$ cat src/rtl/aoi2_pkg.sv
// Shared definitions for the AOI2 sweep checker and the AOI bench scoreboard.
package aoi2_pkg;

    localparam int VEC_W       = 4;
    localparam int NUM_VECTORS = 16;

    typedef enum logic [1:0] {
        ST_IDLE   = 2'd0,
        ST_SETTLE = 2'd1,
        ST_SAMPLE = 2'd2,
        ST_DONE   = 2'd3
    } aoi2_chk_state_t;

    // Reference AND-OR-INVERT function; vector index is {a,b,c,d}, d is the LSB.
    function automatic logic aoi2_golden(logic [3:0] v);
        return ~((v[3] & v[2]) | (v[1] & v[0]));
    endfunction

endpackage

$ cat src/rtl/aoi2_sweep_ctr.sv
// Sweep counters: vector index, pass index and settle down-counter.
module aoi2_sweep_ctr
    import aoi2_pkg::*;
#(
    parameter int SETTLE_CYCLES = 2,
    parameter int NUM_PASSES    = 1
) (
    input  logic             clk,
    input  logic             rst_n,
    input  logic             clear,
    input  logic             init,
    input  logic             advance,
    input  logic             tick,
    output logic [VEC_W-1:0] vector,
    output logic             settle_done,
    output logic             last_vector
);

    localparam logic [7:0]       SETTLE_LOAD = 8'(SETTLE_CYCLES - 1);
    localparam logic [3:0]       LAST_PASS   = 4'(NUM_PASSES - 1);
    localparam logic [VEC_W-1:0] LAST_VEC    = VEC_W'(NUM_VECTORS - 1);

    logic [3:0] pass_idx;
    logic [7:0] settle_cnt;

    // Counter update: clear beats init beats advance beats settle tick.
    // NOTE: sequential state uses non-blocking assignments so every register
    // samples the pre-edge values of the others, regardless of statement order.
    always_ff @(posedge clk or negedge rst_n) begin
        if (!rst_n) begin
            vector     <= '0;
            pass_idx   <= '0;
            settle_cnt <= '0;
        end else if (clear) begin
            vector     <= '0;
            pass_idx   <= '0;
            settle_cnt <= '0;
        end else if (init) begin
            vector     <= '0;
            pass_idx   <= '0;
            settle_cnt <= SETTLE_LOAD;
        end else if (advance) begin
            vector     <= vector + VEC_W'(1);
            settle_cnt <= SETTLE_LOAD;
            if (vector == LAST_VEC) begin
                pass_idx <= pass_idx + 4'd1;
            end
        end else if (tick && settle_cnt != 8'd0) begin
            settle_cnt <= settle_cnt - 8'd1;
        end
    end

    // Settle window ends on the edge that sees the counter at zero.
    assign settle_done = (settle_cnt == 8'd0);
    assign last_vector = (vector == LAST_VEC) && (pass_idx == LAST_PASS);

endmodule

$ cat config.mk
export PLATFORM = sky130hd
export DESIGN_NAME = aoi2_sweep_ctr
export DESIGN_NICKNAME = d
export VERILOG_FILES = /design/src/rtl/aoi2_pkg.sv /design/src/rtl/aoi2_sweep_ctr.sv
export SDC_FILE = /design/constraint.sdc
export NUM_CORES = 1
export LEC_CHECK = 0
export CAP_MARGIN = 15
export CORE_MARGIN = 4
export CORE_UTILIZATION = 56
export CTS_CLUSTER_DIAMETER = 150
export CTS_CLUSTER_SIZE = 30
export DETAILED_ROUTE_END_ITERATION = 12
export GPL_ROUTABILITY_DRIVEN = 0
export PLACE_DENSITY = 0.81
export SYNTH_ARGS = -nofsm -noshare
export SYNTH_HDL_FRONTEND = slang
export SYNTH_SLANG_ARGS = --single-unit
$ cat constraint.sdc
create_clock -name clk -period 4 [get_ports clk]
set_input_delay 0.8 -clock clk [delete_from_list [all_inputs] [get_ports clk]]
set_output_delay 0.8 -clock clk [all_outputs]
set_load 0.02 [all_outputs]
# Yosys cells after proc, flatten, opt, wreduce, memory -nomap -nowiden
# Index checks and enable logic that the tools add are counted.
dict set report word_totals {
  reg_bits 16
  latch_bits 0
  wordCells 27
  mem_bits_rw 0
  mem_bits_ro 0
  mem_count 0
}
dict set report classes {
  n_mux 11
  n_eq_ne 1
  n_div 0
  n_reduce_logical 9
  n_bitwise 0
  addsub 3
  n_shift 0
  magnitude_cmp 0
  n_mul 0
}
# op count
set ops {}
lappend ops {{$mux W8} 4}
lappend ops {{$mux W4} 7}
lappend ops {{$add A4 B1 Y4 const B} 2}
lappend ops {{$logic_not A8 Y1} 1}
lappend ops {{$reduce_bool A8 Y1} 1}
lappend ops {{$sub A8 B1 Y8 const B} 1}
lappend ops {{$reduce_bool A3 Y1} 2}
lappend ops {{$eq A4 B4 Y1 const B} 1}
lappend ops {{$logic_not A4 Y1} 1}
lappend ops {{$reduce_bool A4 Y1} 1}
lappend ops {{$logic_and A1 B1 Y1} 2}
lappend ops {{$reduce_and A2 Y1} 1}

# Logic depth before layout (Yosys ltp)
dict set report depth {
  word_depth 6
  depth_mapped 5
}

# Worst setup path after synthesis
# OpenSTA, ideal clock, no wires.
dict set report synth_path {
  path_kind {reg2out}
  startpoint {register vector[0]}
  endpoint {output port last_vector}
  t_arrival_ns 1.518
  path_buffers 0
  path_stages_with_launch 4
  setup_slack_ns 1.682
  cell_sequence {dfrtp_1 -> ha_1 -> nand3_1 -> nor4b_1}
}
dict set report synth_via {
  elab_chain_cells 2
}
# element line
set synth_rtl {}
lappend synth_rtl {{start, declared} aoi2_sweep_ctr.sv:14} ;# output logic [VEC_W-1:0] vector,
lappend synth_rtl {{start signal, assigned} aoi2_sweep_ctr.sv:43} ;# vector <= vector + VEC_W'(1);
lappend synth_rtl {{$eq A4 B4 Y1} aoi2_sweep_ctr.sv:55} ;# assign last_vector = (vector == LAST_VEC) && (pass_idx == LAST_PASS);
lappend synth_rtl {{$logic_and A1 B1 Y1} aoi2_sweep_ctr.sv:55}
lappend synth_rtl {{end, declared} aoi2_sweep_ctr.sv:16} ;# output logic last_vector
# Every way passes these cells.

# Worst setup path after layout
dict set report layout_path {
  startpoint {register settle_cnt[0]}
  endpoint {output port settle_done}
}
dict set report layout_via {
  elab_chain_cells 1
}
# element line
set layout_rtl {}
lappend layout_rtl {{start, declared} aoi2_sweep_ctr.sv:24} ;# logic [7:0] settle_cnt;
lappend layout_rtl {{start signal, assigned} aoi2_sweep_ctr.sv:49} ;# settle_cnt <= settle_cnt - 8'd1;
lappend layout_rtl {{$logic_not A8 Y1} aoi2_sweep_ctr.sv:54} ;# assign settle_done = (settle_cnt == 8'd0);
lappend layout_rtl {{end, declared} aoi2_sweep_ctr.sv:15} ;# output logic settle_done,
# Every way passes these cells.

==> impl_results.rst <==
.. list-table::
   :header-rows: 1

   * - Metric
     - Value
   * - Number of buffers added to fix hold violations after cts
     - 0
   * - Vertical die dimension
     - just under 50 um
   * - Instance count of the mapped netlist
     - 94
   * - Max-cap check violation count
     - 0
   * - Share of power burned in combinational logic
     - ~14%
   * - Status
     - finished clean
   * - Hold violation count in the final report
     - 0
   * - Net switching power of the design
     - roughly 76 uW
   * - Required time of the critical path
     - 3.20 ns
   * - Ratio of final minimum period to clock period
     - 78.6%
   * - Post-synthesis sequential element count
     - 16
   * - Total wire length after detailed routing
     - between 1.5 and 2 mm
   * - Cell Chain, Critical Path
     - inv_1 > ha_1 > nor4b_1 > and2_1 > clkdlybuf4s50_1
   * - Length of the first detailed-routing pass in iterations
     - 4
   * - Number of gates resized after CTS
     - 0
   * - Post-Syn Nets
     - ~110
   * - I/O pins
     - 12
   * - Core area
     - 1520 um2
   * - Detailed-placement wirelength estimate
     - 1.27 mm
   * - Crit path largest cell delay
     - slightly above 0.6 ns
   * - Power consumption
     - 316 uW
   * - TritonCTS buffer count
     - 3
   * - Final Slew Violations
     - 0
   * - WL/cell
     - around 14 um
   * - Congestion Overflow GR
     - 0
   * - Maximum clock frequency
     - approximately 320 MHz
   * - Type of origin of the critical path
     - flop
   * - Part of the total power dissipated in sequential elements
     - 52.9%
   * - Die Wd
     - between 40 and 50 um
   * - Commonest cells after routing, fill and taps aside
     - dfrtp_1 (16), clkdlybuf4s50_1 (11), a21oi_1 (8), nor2_1 (8)
   * - Number of nets in the layout
     - ~120
   * - Clock transition time at the flip-flop clock pins of the worst setup and hold paths
     - 0.09 ns
   * - Number of distinct library cell variants in the gate-level netlist after synthesis
     - 30
   * - Final critical-path required period
     - roughly 3.1 ns
   * - Count of final setup violators
     - 0
   * - Count of routing violations after the opening detailed-route iteration
     - 8
   * - Synth-to-layout area growth
     - 17.0%
   * - Number of warnings printed during yosys synthesis
     - 0
   * - Maximum fanout encountered on the critical timing path
     - 5
   * - Antenna violations before repair
     - 0
   * - Worst Setup Slack post-DPL
     - ~1.2 ns
   * - Slowest library cell on the worst path
     - clkdlybuf4s50_1
   * - Leakage
     - between 0.4 and 0.5 nW
   * - # port buffers
     - 11
   * - Clock power share
     - between 30% and 40%
   * - Combined area of the multi-input logic cells
     - roughly 470 um2
   * - Clock tree from TritonCTS
     - yes
   * - Residual antenna-violating net count after detailed routing
     - 0
   * - Class of the tightest hold or removal check
     - flop to flop
   * - Actual slew at the worst max-slew pin
     - 0.714 ns
   * - Worst clock skew
     - roughly 0.0013 ns
   * - Global routing usage summed across all routing layers
     - approximately 17%
   * - Number of H-tree branching levels
     - 1
   * - Worst slew slack as a fraction of its limit
     - 52.2%
   * - Category of the most critical setup path
     - flop to primary output
   * - Final setup slack of the worst path
     - approximately 0.86 ns
   * - Fraction of final layout cells with drive strength greater than 1
     - 8.49%
   * - First-pass GRT wire length
     - ~2.8 mm
   * - Pint
     - between 200 and 250 uW
   * - Mean area per synthesized cell
     - 9.64 um2
   * - Switching fraction of total power
     - 24.0%
   * - Seq/Total Area, Yosys
     - 44.2%
   * - Maximum number of pins on one net before global-route repair
     - 17
   * - Endpoint type of the worst setup path
     - primary output
   * - Post-CTS Repair Setup Buffers
     - 0
   * - Maximum buffer depth of the clock tree
     - 2
   * - Power density over cell area
     - ~300 nW/um2
   * - TritonCTS Sinks
     - 16
   * - Number of vias after detailed routing
     - approximately 700
   * - Effective utilization at floorplan
     - 59.4%
   * - Endpoint arrival time on the critical path
     - approximately 2.3 ns
   * - Most common library cell in the layout ignoring fill and taps
     - dfrtp_1
   * - DRC violations left
     - 0
   * - Register cell area after layout
     - between 400 and 500 um2
   * - Root buffer cell
     - clkbuf_4
   * - Post-synthesis cell area
     - slightly above 900 um2
   * - Number of cell rows
     - 14
   * - Unrepaired setup endpoints after global routing
     - no
   * - Total Neg Setup Slack
     - 0 ns
   * - Antenna fix cells
     - 0
   * - Post-detailed-route via-to-cell ratio
     - 5.89
   * - Worst-Skew Late Latency
     - about 0.28 ns
   * - Filler Cells Inserted
     - 125
   * - Via count of the first global-routing pass
     - 663
   * - Floorplan die area
     - 2330 um2
   * - Worst-case vdd ir drop
     - about 170 uV
   * - Hold Worst Slack
     - roughly 0.57 ns
==> cell families (layout without fill, tap and decap cells) <==
kind of cell    after synthesis  count (layout)  share of synthesized area [%]
simple gates                 40              40                           26.2
compound gates               17              17                           10.8
flops                        16              16                           44.2
buf+inv                       8              20                           3.45
fa+ha+maj                     5               5                           6.91
xor+xnor                      4               4                           3.87
mux                           4               4                           4.56
==> cell usage after synthesis (all sizes together) <==
master	instances	area, um2
dfrtp	16	400
a21oi	8	40.0
nor2	8	30.0
ha	5	62.6
inv	5	18.8
nor3	5	25.0
o21ai	5	25.0
or3	5	31.3
mux2i	3	30.0
nand2	3	11.3
or4	3	22.5
a21boi	2	15.0
clkbuf	2	7.51
nand3	2	10.0
nand4	2	12.5
nor4	2	12.5
nor4b	2	17.5
or2	2	12.5
xnor2	2	17.5
xor2	2	17.5
a211o	1	10.0
and2	1	6.26
and3	1	6.26
buf	1	5.00
mux2	1	11.3
nand3b	1	7.51
nor3b	1	7.51
o21a	1	7.51
or4b	1	13.8
or4bb	1	11.3
==> stage by stage <==
stage,instance area (um2),cells,utilization (%)
floorplan,906,94,-
finish,1060,122,69.5
CTS,1060,122,69.5
global placement,1020,118,67.2
detailed placement,1020,118,67.2
global route,1060,122,69.5
==> critical path, delay by kind of cell (launching register included) <==
kind                       cells  cell delay [ns]
and+or+nand+nor                2             0.77
buffers and inverters          2             0.70
DFF                            1             0.42
adders and majority gates      1             0.18
==> flip-flops by register name (all words and copies together), names as in the netlist <==
signal,count
pass_idx,4
settle_cnt,8
vector,4
==> layout make-up <==
class | count | share of cell area, %
clock buffer | 4 | 3.42
inverter | 5 | 1.77
multi-input combinational | 70 | 44.7
sequential | 16 | 37.8
tap | 16 | 1.89
timing repair buffer | 11 | 10.4
==> routing by layer <==
layer | GRT usage (%) | wire length [um] | share of wire (%)
met3 | 3.32 | 82 | 4.9
met2 | 26.6 | 765 | 46
met4 | 8.06 | 24 | 1.4
met5 | 0 | 0 | 0
met1 | 23.5 | 793 | 48
==> path summary, 6_finish.rpt <==
path | startpoint | end | slack (ns) | cells past startpoint
worst min register to register | pass_idx[3] | pass_idx[3] | 0.57 | 2
worst min-delay path | pass_idx[3] | pass_idx[3] | 0.57 | 2
min in group asynchronous | rst_n | pass_idx[3] | 0.94 | 1
max in group asynchronous | rst_n | settle_cnt[0] | 2.61 | 1
worst max-delay path | settle_cnt[0] | settle_done | 0.86 | 5
worst max register to register | settle_cnt[0] | settle_cnt[1] | 2.14 | 5
==> power by group through the flow <==
| stage | Combinational (mW) | Clock [mW] | Sequential [mW] |
|---|---|---|---|
| floorplan | 0.0255 | 0 | 0.171 |
| detailed placement | 0.0435 | 0 | 0.171 |
| global route | 0.0479 | 0.120 | 0.168 |
| CTS | 0.0438 | 0.110 | 0.167 |
| finish | 0.0435 | 0.105 | 0.167 |
| global placement | 0.0429 | 0 | 0.170 |
Note: power is estimated with default switching activity, not from simulation.
